--- config.mk ---
export PLATFORM = sky130hd
export DESIGN_NAME = pc_unit
export DESIGN_NICKNAME = d
export VERILOG_FILES = /design/src/rtl/pc_unit.sv
export SDC_FILE = /design/constraint.sdc
export NUM_CORES = 1
export LEC_CHECK = 0
export ABC_AREA = 1
export BUFFER_PORTS_ARGS = -buffer_cell sky130_fd_sc_hd__buf_2
export CORE_MARGIN = 10
export CORE_UTILIZATION = 50
export DETAILED_ROUTE_END_ITERATION = 8
export PLACE_DENSITY = 0.82
export SYNTH_ARGS = -nofsm -noshare
export SYNTH_HDL_FRONTEND = slang
export SYNTH_SLANG_ARGS = --single-unit
--- constraint.sdc ---
create_clock -name clk -period 5.6 [get_ports clk]
set_input_delay 0.28 -clock clk [delete_from_list [all_inputs] [get_ports clk]]
set_output_delay 0.28 -clock clk [all_outputs]
set_load 0.05 [all_outputs]
--- src/rtl/pc_unit.sv ---
// Program counter with BOOT/RUN/HALTED sequencing.
// Redirect priority is jr > jump > branch > sequential, and the PC updates one edge after the controls are sampled.
module pc_unit #(
  parameter logic [29:0] RESET_PC = 30'h0000_0000
) (
  input  logic        clk,
  input  logic        reset,
  input  logic        stall,
  input  logic        branch,
  input  logic [15:0] branch_imm,
  input  logic        jump,
  input  logic [25:0] jump_target,
  input  logic        jr,
  input  logic [29:0] jr_addr,
  input  logic        halt,
  output logic [29:0] pc,
  output logic [29:0] pc_plus1,
  output logic        fetch_valid,
  output logic        halted
);

  typedef enum logic [1:0] {
    BOOT   = 2'd0,
    RUN    = 2'd1,
    HALTED = 2'd2
  } state_t;

  state_t      r_state;
  state_t      w_nextState;
  logic [29:0] r_pc;
  logic [29:0] w_nextPc;
  logic [29:0] w_pcPlus1;
  logic [29:0] w_branchPc;
  logic [29:0] w_jumpPc;
  logic [29:0] w_redirectPc;

  assign w_pcPlus1  = r_pc + 30'd1;
  assign w_branchPc = w_pcPlus1 + {{14{branch_imm[15]}}, branch_imm};
  assign w_jumpPc   = {w_pcPlus1[29:26], jump_target};

  always_comb begin
    w_redirectPc = w_pcPlus1;
    if (jr)
      w_redirectPc = jr_addr;
    else if (jump)
      w_redirectPc = w_jumpPc;
    else if (branch)
      w_redirectPc = w_branchPc;
  end

  // Stall freezes everything in RUN, including halt; halt beats any redirect.
  always_comb begin
    w_nextState = r_state;
    w_nextPc    = r_pc;
    case (r_state)
      BOOT: w_nextState = RUN;
      RUN: begin
        if (!stall) begin
          if (halt)
            w_nextState = HALTED;
          else
            w_nextPc = w_redirectPc;
        end
      end
      HALTED: w_nextState = HALTED;
      default: w_nextState = BOOT;
    endcase
  end

  always_ff @(posedge clk) begin
    if (reset) begin
      r_state <= BOOT;
      r_pc    <= RESET_PC;
    end else begin
      r_state <= w_nextState;
      r_pc    <= w_nextPc;
    end
  end

  assign pc          = r_pc;
  assign pc_plus1    = w_pcPlus1;
  assign fetch_valid = (r_state == RUN);
  assign halted      = (r_state == HALTED);

endmodule

Yosys cells after proc, flatten, opt, wreduce, memory -nomap -nowiden:

Cells that the tools add are included.

* bits in registers: 32
* input port bits: 79
* output and inout bits: 62
* word-level logic and storage cells: 19

* add/sub/neg operators: 2
* equality and inequality tests: 4
* mux-type cells: 6
* bitwise gates (word level): 2
* reduce and logical (&&, ||, !) cells: 3

Operators by type and width (number)
* 30-bit two-way mux: 3
* 30-bit by 1-bit adder with 30-bit output (second input constant): 1
* 30-bit adder: 1
* 2-bit case mux with 3 select lines: 1
* 2-bit two-way mux: 2
* 2-bit inequality test (second input constant): 2
* 3-bit AND reduction: 1
* 2-bit by 1-bit equality test with 1-bit output (second input constant): 1
* 2-bit equality test (second input constant): 1
* 2-bit zero test: 1
* 1-bit NOT: 2
* 2-bit AND reduction: 1

Depth between registers and ports, before layout:

Gate-level depths: netlist (run 1).

* depth after elaboration: 5
* depth in mapped cells: 24
* mapped depth without buffers: 24

Worst setup path after synthesis (run 1):

No wires, ideal clock.

* path type: register to register
* from: register r_pc[1], in the netlist pc[1]
* to: register r_pc[26], in the netlist pc[26]
* setup time: 71 ps
* data arrival time: 3700 ps
* data required time: 5529 ps
* slack: 1829 ps
* cell stages (with the launch flop): 21
* path buffers: 0
* clock period less this slack: 3771 ps
* path through: dfxtp_1 -> ha_1 -> inv_1 -> nor2_4 -> inv_1 -> nor2_1 -> xor2_1 -> ha_1 -> nand2_1 -> inv_1 -> a21oi_1 -> inv_1 -> nand2_1 -> nand2_1 -> nand2_1 -> nand3_1 -> nand2_1 -> nand3_1 -> nand2_1 -> nand2_1 -> a21oi_1

* cells in the longest elaborated chain, start to end: 5

RTL lines
* from (decl): RTL line 30 `logic [29:0] r_pc;`
* from (signal assigned): RTL line 76 `r_pc <= w_nextPc;`
* 30-bit by 1-bit adder with 30-bit output: RTL line 37 `assign w_pcPlus1 = r_pc + 30'd1;`
* named net pc_plus1[12]: RTL line 17 `output logic [29:0] pc_plus1,`
* 30-bit adder: RTL line 38 `assign w_branchPc = w_pcPlus1 + {{14{branch_imm[15]}}, branch_imm};`
* 30-bit two-way mux: RTL line 47 `else if (branch)`
* 30-bit two-way mux: RTL line 45 `else if (jump)`
* 30-bit two-way mux: RTL line 43 `if (jr)`

The timed path passes the listed nets, and every way through them passes these cells.
A chain may end at the register's enable or synchronous reset.

Worst setup path after layout (run 1):

* from: register r_pc[1], in the netlist pc[1]
* to: register r_pc[23], in the netlist pc[23]

* cells in the longest elaborated chain, start to end: 5

RTL lines (RTL line)
* 30-bit by 1-bit adder with 30-bit output (*): 37
* 30-bit adder: 38
* 30-bit two-way mux (*): 47
* 30-bit two-way mux (*): 45
* 30-bit two-way mux (*): 43

Mark *: on every way between the ends. The rest lies on a longest branch, timed or not.

==> flow_metrics.tcl, run 1 <==
set metrics [dict create \
    status "finished, final reports clean" \
    ys_ff_latch 32 \
    firstDrtPassIters 5 \
    p_sw_share_pct 50.85 \
    clock_skew_ns 0.009078 \
    synth_flop_cell "dfxtp_1" \
    startpoint_type "register" \
    die_w_microns 119.4 \
    drcViolationCount 0 \
    setup_viol 0 \
    post_cts_buffers 0 \
    crit_type "register to register" \
    via_per_inst 5.374 \
    worst_pin_slew_ns 0.9951 \
    grt_pass1_vias 6053 \
    synth_area_leaders "nand2_1, dfxtp_1, ha_1" \
    synth-edff-count 0 \
    wirelength_mm 18.83 \
    yosysTopAreaCellShare_pct 24.24 \
    syn-instance-count 935 \
    hp-class "input port to register" \
    wl_per_cell_microns 15.74 \
    area_growth_syn_to_layout_pct 18.36 \
    worstPathRequired_ns 5.75 \
    yosysUniqueCellTypes 35 \
    slew_headroom_pct 33.25 \
    r2r_slack_ns 2.15 \
    die_area_sq_mm 0.01426 \
    grt_start_max_net_pins 43 \
    hold_depth 3 \
    finalMaxSlewViolations 0 \
    vias 6427 \
    crit_top_cell "nand2_1" \
    synth_top_cell_by_area "nand2_1" \
    ir_drop_mv 0.1877 \
    crit_path_end_kind "register" \
    final_nets 1181 \
    clock_path_buffers 2 \
    start_util_pct 51.01 \
    dieHeight_microns 119.4 \
    hold_viol 0 \
    leakage_nw 3.309 \
    cp_slowest_stage_delay_ns 0.40 \
    yosysMostFrequentCell "nand2_1" \
    fmax_mhz 290.2 \
    num_rows 36 \
    ys_seq_area_share_pct 12.97 \
    p_switching_mw 0.5808 \
    regArea_sq_um 640.6 \
    cp_max_fo 5 \
    cts_tree "yes" \
    grt_util_met1_pct 32.06 \
    coreArea_sq_mm 0.009684 \
    busiest_layer "met2" \
    avgSynthCellArea_sq_um 5.283 \
    multi_input_area_sq_mm 0.003729 \
    timing.hold.ws_ns 0.2972 \
    ctsResizeCount 0 \
    pin_count 141 \
    clk_latency_ns 0.29 \
    path_cells "ha_1 > inv_1 > nor2_4 > nand2_1 > nor2_1 > nand3_1 > and2_1 > ha_1 > nand2_1 > inv_1 > nand2_1 > nor3_1 > nand3_1 > nand3_1 > nand2_1 > nand3_1 > nand2_1 > nand2_1 > a21oi_2" \
    drt_iter0_markers 614 \
    cts_root_buf "clkbuf_8" \
    crit_arrival_ns 3.60 \
    rsz0062_at_grt "no" \
    p_per_area_mw_per_mm2 195.3 \
    grt_use_met3_pct 3.354 \
    fin_crit_sh_pct 61.54 \
    htreeDepth 2 \
    cts_inserted_buffers 5 \
    cap_violations 0 \
    port-buffer-count 140 \
    synth_fp_nets 1054 \
    clkSlewWorstSetupHoldPaths_ns 0.07 \
    syn_area_sq_mm 0.004940 \
    clock_power_share_pct 19.8 \
    diodes 0 \
    globalRouteOverflowTotal 0 \
    use_met2_pct 42.50 \
    antenna_found_initial 0 \
    synth_warnings 0 \
    cpMaxStageDelayCell "ha_1" \
    hpwl_mm 15.72 \
    reg2reg_depth 19 \
    fillers 1011 \
    p_seq_share_pct 24.8 \
    min-delay-start "jr_addr[1]" \
    power_report.internal_total_mw 0.5613 \
    grtUsageTotal_pct 25.11 \
    grt_pass1_wl_mm 29.59 \
    comb_power_share_pct 55.4 \
    synth_common_cells "nand2_1, inv_1, nor2_1" \
    drtAntennaViolNets 0 \
    synthArstFlopShare_pct 0 \
    tns_ns 0 \
    drive_above_1_share_pct 15.71 \
    place_congestion 1.024 \
    r2r-end "pc[23]$_SDFFE_PP0P_" \
    timing.final.crit_period_ns 3.446 \
    cts_hold_buf 0 \
    r2r-start "pc[1]$_SDFFE_PP0P_" \
    min_to "pc[1]$_SDFFE_PP0P_" \
    clock_sinks 32 \
]
layout make-up:
class	instances	share of cell area (%)
Clock buffer	5	1.177
Clock inverter	3	0.7276
Inverter	129	8.282
Multi-Input combinational cell	752	63.77
Sequential cell	32	10.96
Tap cell	133	2.846
Timing Repair Buffer	142	12.24
worst max-delay path, delay by kind of cell (launching register included):
| family | cells | cell delay (ns) |
|---|---|---|
| AND/OR/NAND/NOR | 14 | 2.02 |
| adder cells (fa/ha/maj) | 2 | 0.68 |
| flip-flops | 1 | 0.39 |
| buffers and inverters | 2 | 0.18 |
| AO/OA/AOI/OAI | 1 | 0.05 |
registers in the layout, summed over array words and instances (netlist names):
register  cells
pc           30
r_state       2
worst max path at each step:
stage                             startpoint  depth (start not counted)  slack, ns             endpoint
after detailed placement  pc[1]$_SDFFE_PP0P_                         19       2.27  pc[23]$_SDFFE_PP0P_
final                     pc[1]$_SDFFE_PP0P_                         19       2.15  pc[23]$_SDFFE_PP0P_
after global placement    pc[1]$_SDFFE_PP0P_                         20       2.29  pc[26]$_SDFFE_PP0P_
after global routing      pc[1]$_SDFFE_PP0P_                         20       1.80  pc[26]$_SDFFE_PP0P_
after CTS                 pc[1]$_SDFFE_PP0P_                         19       2.27  pc[23]$_SDFFE_PP0P_
after floorplan           pc[1]$_SDFFE_PP0P_                         20       1.83  pc[26]$_SDFFE_PP0P_
cells by family (layout without fill, tap and decap cells):
family,Yosys count,count (layout),synth area share [%]
and+or+nand+nor,551,551,46.12
buffers and inverters,151,279,11.55
AOI/OAI and AO/OA,144,144,16.06
adders and majority gates,40,40,10.28
DFF,32,32,12.97
xor gates and xnor gates,17,17,3.014
layout by cell type, fill, tap and decap left out, types with 3 or more instances in the layout:
cell type,instances
buf_2,140
nor2_1,114
nand3_1,72
a21o_1,5
inv_1,127
dfxtp_1,32
nor2_2,4
nand3b_1,7
o21ai_0,32
nand4_1,8
a221oi_1,3
nand2_1,319
nor3_1,12
o211ai_1,3
nand2_2,5
xor2_1,16
o21bai_1,6
ha_1,39
and2_1,4
clkbuf_8,5
a21oi_1,85
power by group through the flow:
stage                     Sequential, mW  Combinational [mW]  Clock, mW
final                              0.283               0.633      0.226
after global routing               0.287               0.689      0.235
after CTS                          0.282               0.625      0.226
after detailed placement           0.288               0.622          0
after global placement             0.287               0.618          0
after floorplan                    0.343               0.397          0
through the flow:
stage | total power, mW | instance area [sq um] | cells | utilization, % | worst slack [ns]
floorplan | 0.7406 | 4940 | 935 | - | 1.829
global placement | 0.9044 | 5736 | 1188 | 59.22 | 2.293
detailed placement | 0.9095 | 5736 | 1188 | 59.22 | 2.273
CTS | 1.133 | 5847 | 1196 | 60.37 | 2.267
global route | 1.212 | 5847 | 1196 | 60.37 | 1.801
finish | 1.142 | 5847 | 1196 | 60.37 | 2.154
layer usage:
layer  vias to the layer above  wire length, microns  part of all wire [%]
li1                       3243                     -                     -
met1                      2835                  7882                    42
met2                       307                  8774                    47
met3                        42                  1592                   8.5
met4                         0                   576                   3.1
met5                         -                     0                     0
Power figures use the tool's default switching activity.
==> run 2: changes to the inputs <==
==> constraint.sdc (replaced) <==
create_clock -name clk -period 3.5 [get_ports clk]
set_input_delay 0.175 -clock clk [delete_from_list [all_inputs] [get_ports clk]]
set_output_delay 0.175 -clock clk [all_outputs]
set_load 0.05 [all_outputs]
==> run 2 against run 1 <==
  * Count of clock-buffer cells in the layout is 2 higher
  * Clock skew is 0.0032 ns lower
  * Sequential power is 59% higher
  * Total power is 59% higher
  * First-iteration DRC count is 6.5% higher
  * Via count is 1.4% higher
  * Global-route usage is 0.27 points higher
==> flow_metrics.tcl, run 2 (synthesis results as in run 1) <==
set metrics [dict create \
    wl_met2_mm 8.786 \
    pin_count 141 \
    drt_iter0_markers 654 \
    clock_sinks 32 \
    port-buffer-count 140 \
    wirelength_mm 18.90 \
    worst_pin_slew_ns 0.6187 \
    place_congestion 0.9927 \
    top_layer "met4" \
    cp_max_fo 5 \
    coreArea_sq_mm 0.009684 \
    htreeDepth 2 \
    hp-class "input port to register" \
    diodes 0 \
    die_area_sq_mm 0.01426 \
    cts_inserted_buffers 5 \
    grt_pass1_vias 6022 \
    reg2reg_depth 20 \
    critPathTopFamily "simple AND/OR/NAND/NOR gates" \
    status "finished, final reports clean" \
    start_util_pct 51.01 \
    num_rows 36 \
    ir_drop_mv 0.3751 \
    met1_length_mm 8.027 \
    grt_pass1_wl_mm 30.10 \
    antenna_found_initial 0 \
    min_to "pc[3]$_SDFFE_PP0P_" \
    dieHeight_microns 119.4 \
    leakage_nw 3.369 \
    post_cts_buffers 0 \
    firstDrtPassIters 5 \
    clkSlewWorstSetupHoldPaths_ns 0.07 \
    clock_path_buffers 2 \
    timing.final.crit_period_ns 3.287 \
    largest_reg_flops 30 \
    crit_path_end_kind "register" \
    grt_start_max_net_pins 37 \
    setup_viol 0 \
    wl_per_cell_microns 15.65 \
    drcViolationCount 0 \
    cap_violations 0 \
    hold_viol 0 \
    clk_latency_ns 0.29 \
    startpoint_type "register" \
    wl_met3_mm 1.592 \
    die_w_microns 119.4 \
    slew_headroom_pct 58.75 \
    cpMaxStageDelayCell "dfxtp_1" \
    crit_type "register to register" \
    p_total_mw 1.816 \
    fin_crit_sh_pct 93.90 \
    drive_above_1_share_pct 18.05 \
    min-delay-start "jr_addr[3]" \
    area_growth_syn_to_layout_pct 21.66 \
    cts_tree "yes" \
    drtAntennaViolNets 0 \
    mostFrequentLayoutCells "nand2_1, buf_2, inv_1" \
    vias 6514 \
    p_per_area_mw_per_mm2 302.1 \
    r2r-start "pc[1]$_SDFFE_PP0P_" \
    final_area_sq_mm 0.006010 \
    cp_slowest_stage_delay_ns 0.40 \
    placed_area_sq_mm 0.005893 \
    layout_commonest_cell "nand2_1" \
    via_per_inst 5.392 \
    crit_top_cell "nand2_1" \
    path_cells "ha_2 > inv_1 > nor2_4 > nand2_1 > nor2_2 > nand2_1 > xor2_1 > inv_2 > ha_2 > nand2_1 > nor2_2 > nand2_1 > nor4_1 > nand2_1 > nand2_1 > nand2_1 > nand3_1 > nand2_1 > nand2_1 > a21oi_1" \
    clock_skew_ns 0.005842 \
    globalRouteOverflowTotal 0 \
    cts_hold_buf 0 \
    ctsResizeCount 0 \
    r2r-end "pc[27]$_SDFFE_PP0P_" \
    crit_arrival_ns 3.43 \
    critical_path_buf_inv_count 2 \
    hold_depth 3 \
    cts_root_buf "clkbuf_8" \
    worstPathRequired_ns 3.65 \
    r2r_slack_ns 0.21 \
    fmax_mhz 304.3 \
    hpwl_mm 15.88 \
    finalMaxSlewViolations 0 \
    grtUsageTotal_pct 25.38 \
    final_nets 1194 \
]
==> run 2: cell count changes in the layout (fill, tap and decap cells not counted), sizes merged <==
cell | before | now
buf | 142 | 155
clkinv | 2 | 1
clkbuf | 5 | 7
clkinvlp | 1 | 0
bufinv | 1 | 0
==> run 2: area by class of cell <==
class                   instances  area [sq um]
clock buffers                   7         96.34
fillers                      1023          3675
repair buffers                155         813.3
inverters                     129         484.2
well taps                     133         166.4
multi-input cells             752          3809
flip-flops and latches         32         640.6
==> run 2: how the worst max path moves through the flow <==
stage / start / end / slack (ns) / cells after the start
finish: pc[1]$_SDFFE_PP0P_ / pc[27]$_SDFFE_PP0P_ / 0.21 / 20
global route: pc[1]$_SDFFE_PP0P_ / pc[27]$_SDFFE_PP0P_ / -0.01 / 20
CTS: pc[1]$_SDFFE_PP0P_ / pc[27]$_SDFFE_PP0P_ / 0.12 / 20
detailed placement: pc[1]$_SDFFE_PP0P_ / pc[27]$_SDFFE_PP0P_ / 0.14 / 20
global placement: pc[1]$_SDFFE_PP0P_ / pc[27]$_SDFFE_PP0P_ / 0.18 / 20
floorplan: pc[1]$_SDFFE_PP0P_ / pc[26]$_SDFFE_PP0P_ / 0.01 / 20
==> run 2: per-stage QoR <==
step / setup WS [ns] / hold slack (ns) / setup TNS, ns / utilization (%) / std cells
after floorplan: 0.01420 / 0.3626 / 0 / - / 935
after global placement: 0.1807 / 0.4950 / 0 / 60.85 / 1201
after detailed placement: 0.1372 / 0.5006 / 0 / 60.85 / 1201
after CTS: 0.1181 / 0.2146 / 0 / 61.85 / 1208
after global routing: -0.01421 / 0.2459 / -0.01421 / 62.05 / 1208
final: 0.2135 / 0.2120 / 0 / 62.05 / 1208
==> run 2: tightest hold or removal path: cells and delay by family <==
family	cells	cell delay (ns)
AOI/OAI and AO/OA	2	0.21
buffers and inverters	1	0.08
==> run 2: metal layers <==
layer  up-vias  global-route usage, %
li1       3258                      -
met1      2905                  32.97
met2       313                  42.63
met3        38                  3.448
met4         0                  7.617
met5         -                      0
==> run 2: power breakdown <==
part           switching (mW)  internal, mW  total, mW
Sequential             0.0478         0.404      0.451
Combinational           0.743         0.300       1.04
Clock                   0.145         0.175      0.321
Total                   0.937         0.879       1.82
==> run 3: changes to the inputs <==
==> constraint.sdc (replaced) <==
create_clock -name clk -period 3.5 [get_ports clk]
set_input_delay 0.525 -clock clk [delete_from_list [all_inputs] [get_ports clk]]
set_output_delay 0.525 -clock clk [all_outputs]
set_load 0.05 [all_outputs]
==> run 3 against run 2 <==
  * Sequential power about the same
  * Maximum frequency up 0.87%
  * Design area about the same
  * Total power down 0.91%
==> flow_metrics.tcl, run 3 (synthesis results as in run 1) <==
set metrics [dict create \
    drcViolationCount 0 \
    place_congestion 0.9916 \
    r2r_slack_ns 0.24 \
    setup_viol 0 \
    grtUsageTotal_pct 25.62 \
    layout_commonest_cell "nand2_1" \
    wl_per_cell_microns 15.80 \
    power_report.internal_total_mw 0.8623 \
    clk_latency_ns 0.29 \
    reg2reg_depth 20 \
    grt_pass1_wl_mm 30.33 \
    start_util_pct 51.01 \
    p_seq_share_pct 25.2 \
    wl_met3_mm 1.620 \
    vias 6477 \
    htreeDepth 2 \
    min-delay-start "r_state[1]$_SDFFE_PP0P_" \
    min_to "r_state[1]$_SDFFE_PP0P_" \
    pin_count 141 \
    startpoint_type "register" \
    clock_skew_ns 0.008877 \
    hold_depth 2 \
    fmax_mhz 306.9 \
    port-buffer-count 140 \
    area_growth_syn_to_layout_pct 21.63 \
    p_switching_mw 0.9367 \
    dp_cells 1199 \
    p_sw_share_pct 52.07 \
    status "finished, final reports clean" \
    hpwl_mm 15.86 \
    cts_tree "yes" \
    cap_violations 0 \
    hold_viol 0 \
    fillers 1058 \
    clkSlewWorstSetupHoldPaths_ns 0.07 \
    cts_root_buf "clkbuf_8" \
    drt_iter0_markers 672 \
    worst_pin_slew_ns 0.6013 \
    p_total_mw 1.799 \
    crit_arrival_ns 3.41 \
    crit_path_end_kind "register" \
    drive_above_1_share_pct 18.06 \
    mostFrequentLayoutCells "nand2_1, buf_2, inv_1" \
    top_layer "met4" \
    num_rows 36 \
    die_area_sq_mm 0.01426 \
    wl_met2_mm 8.877 \
    worstPathRequired_ns 3.65 \
    clock_sinks 32 \
    grt_pass1_vias 5998 \
    timing.final.crit_period_ns 3.258 \
    coreArea_sq_mm 0.009684 \
    final_util_pct 62.04 \
    hp-class "register to register" \
    largest_reg_flops 30 \
    cts_inserted_buffers 5 \
    ir_drop_mv 0.3253 \
    fin_crit_sh_pct 93.09 \
    die_w_microns 119.4 \
    r2r-start "pc[1]$_SDFFE_PP0P_" \
    comb_power_share_pct 57.8 \
    clock_power_share_pct 16.9 \
    p_per_area_mw_per_mm2 299.4 \
    clock_path_buffers 2 \
    diodes 0 \
    firstDrtPassIters 6 \
    slew_headroom_pct 59.91 \
    post_cts_buffers 0 \
    globalRouteOverflowTotal 0 \
    fin_cells 1207 \
    finalMaxSlewViolations 0 \
    drtAntennaViolNets 0 \
    crit_type "register to register" \
    wirelength_mm 19.08 \
    final_nets 1192 \
    grt_start_max_net_pins 38 \
    met1_length_mm 8.069 \
    r2r-end "pc[17]$_SDFFE_PP0P_" \
    dieHeight_microns 119.4 \
    antenna_found_initial 0 \
    via_per_inst 5.366 \
    cp_max_fo 5 \
    leakage_nw 3.355 \
]
run 3: worst max-delay path: stages (launching register included):
cell     delay, ns
dfxtp_1       0.39
ha_2          0.25
inv_1         0.09
nor2_4        0.15
nand2_1       0.14
nor2_2        0.19
nand2_1       0.09
xor2_1        0.18
inv_2         0.09
ha_2          0.39
nand2_1       0.14
nor2_2        0.18
nand2_1       0.10
nand3_1       0.12
inv_1         0.07
nand2_1       0.07
nand2_1       0.05
nand3_1       0.14
nand3_1       0.14
nand2_1       0.09
a21oi_1       0.05
run 3: worst max path at each step:
stage / start / endpoint / slack [ns] / depth (start not counted)
after floorplan: pc[1]$_SDFFE_PP0P_ / pc[26]$_SDFFE_PP0P_ / 0.01 / 20
after global placement: pc[1]$_SDFFE_PP0P_ / pc[27]$_SDFFE_PP0P_ / 0.29 / 20
after detailed placement: pc[1]$_SDFFE_PP0P_ / pc[27]$_SDFFE_PP0P_ / 0.21 / 20
after CTS: pc[1]$_SDFFE_PP0P_ / pc[27]$_SDFFE_PP0P_ / 0.20 / 20
after global routing: pc[1]$_SDFFE_PP0P_ / pc[25]$_SDFFE_PP0P_ / -0.02 / 20
final: pc[1]$_SDFFE_PP0P_ / pc[17]$_SDFFE_PP0P_ / 0.24 / 20
run 3: per-layer routing:
metal | vias up | global-route usage [%]
met5 | - | 0
met4 | 0 | 6.938
met3 | 43 | 2.976
met2 | 306 | 43.46
met1 | 2870 | 33.51
li1 | 3258 | -
run 3: final cells by class:
cell class	instances	area, sq um	area share (%)
repair buffers	153	798.3	13.29
clock buffers	8	90.09	1.499
multi-input cells	752	3829	63.72
inverters	129	484.2	8.059
flip-flops and latches	32	640.6	10.66
well taps	133	166.4	2.770
run 3: through the flow:
step                      setup TNS, ns  area (sq um)  worst slack, ns  hold slack, ns
after CTS                             0          5968           0.2032          0.5158
after detailed placement              0          5878           0.2098          0.5034
final                                 0          6008           0.2418          0.5127
after floorplan                       0          5000          0.01420          0.4736
after global routing           -0.04515          6008         -0.02374          0.5332
after global placement                0          5878           0.2897          0.4946
run 3: power by group through the flow:
stage	combinational, mW	clock (mW)	sequential (mW)
floorplan	0.639	0	0.551
global placement	1.01	0	0.458
detailed placement	1.02	0	0.460
CTS	1.02	0.309	0.452
global route	1.13	0.320	0.460
finish	1.04	0.305	0.454
run 3: what timing repair did:
| item | 4_1_cts | 5_1_grt |
|---|---|---|
| endpoints found under the setup margin | 0 | 14 |
| hold buffers | 0 | 0 |
| hold endpoints to repair | 0 | 0 |
| gates resized for setup | 0 | 11 |
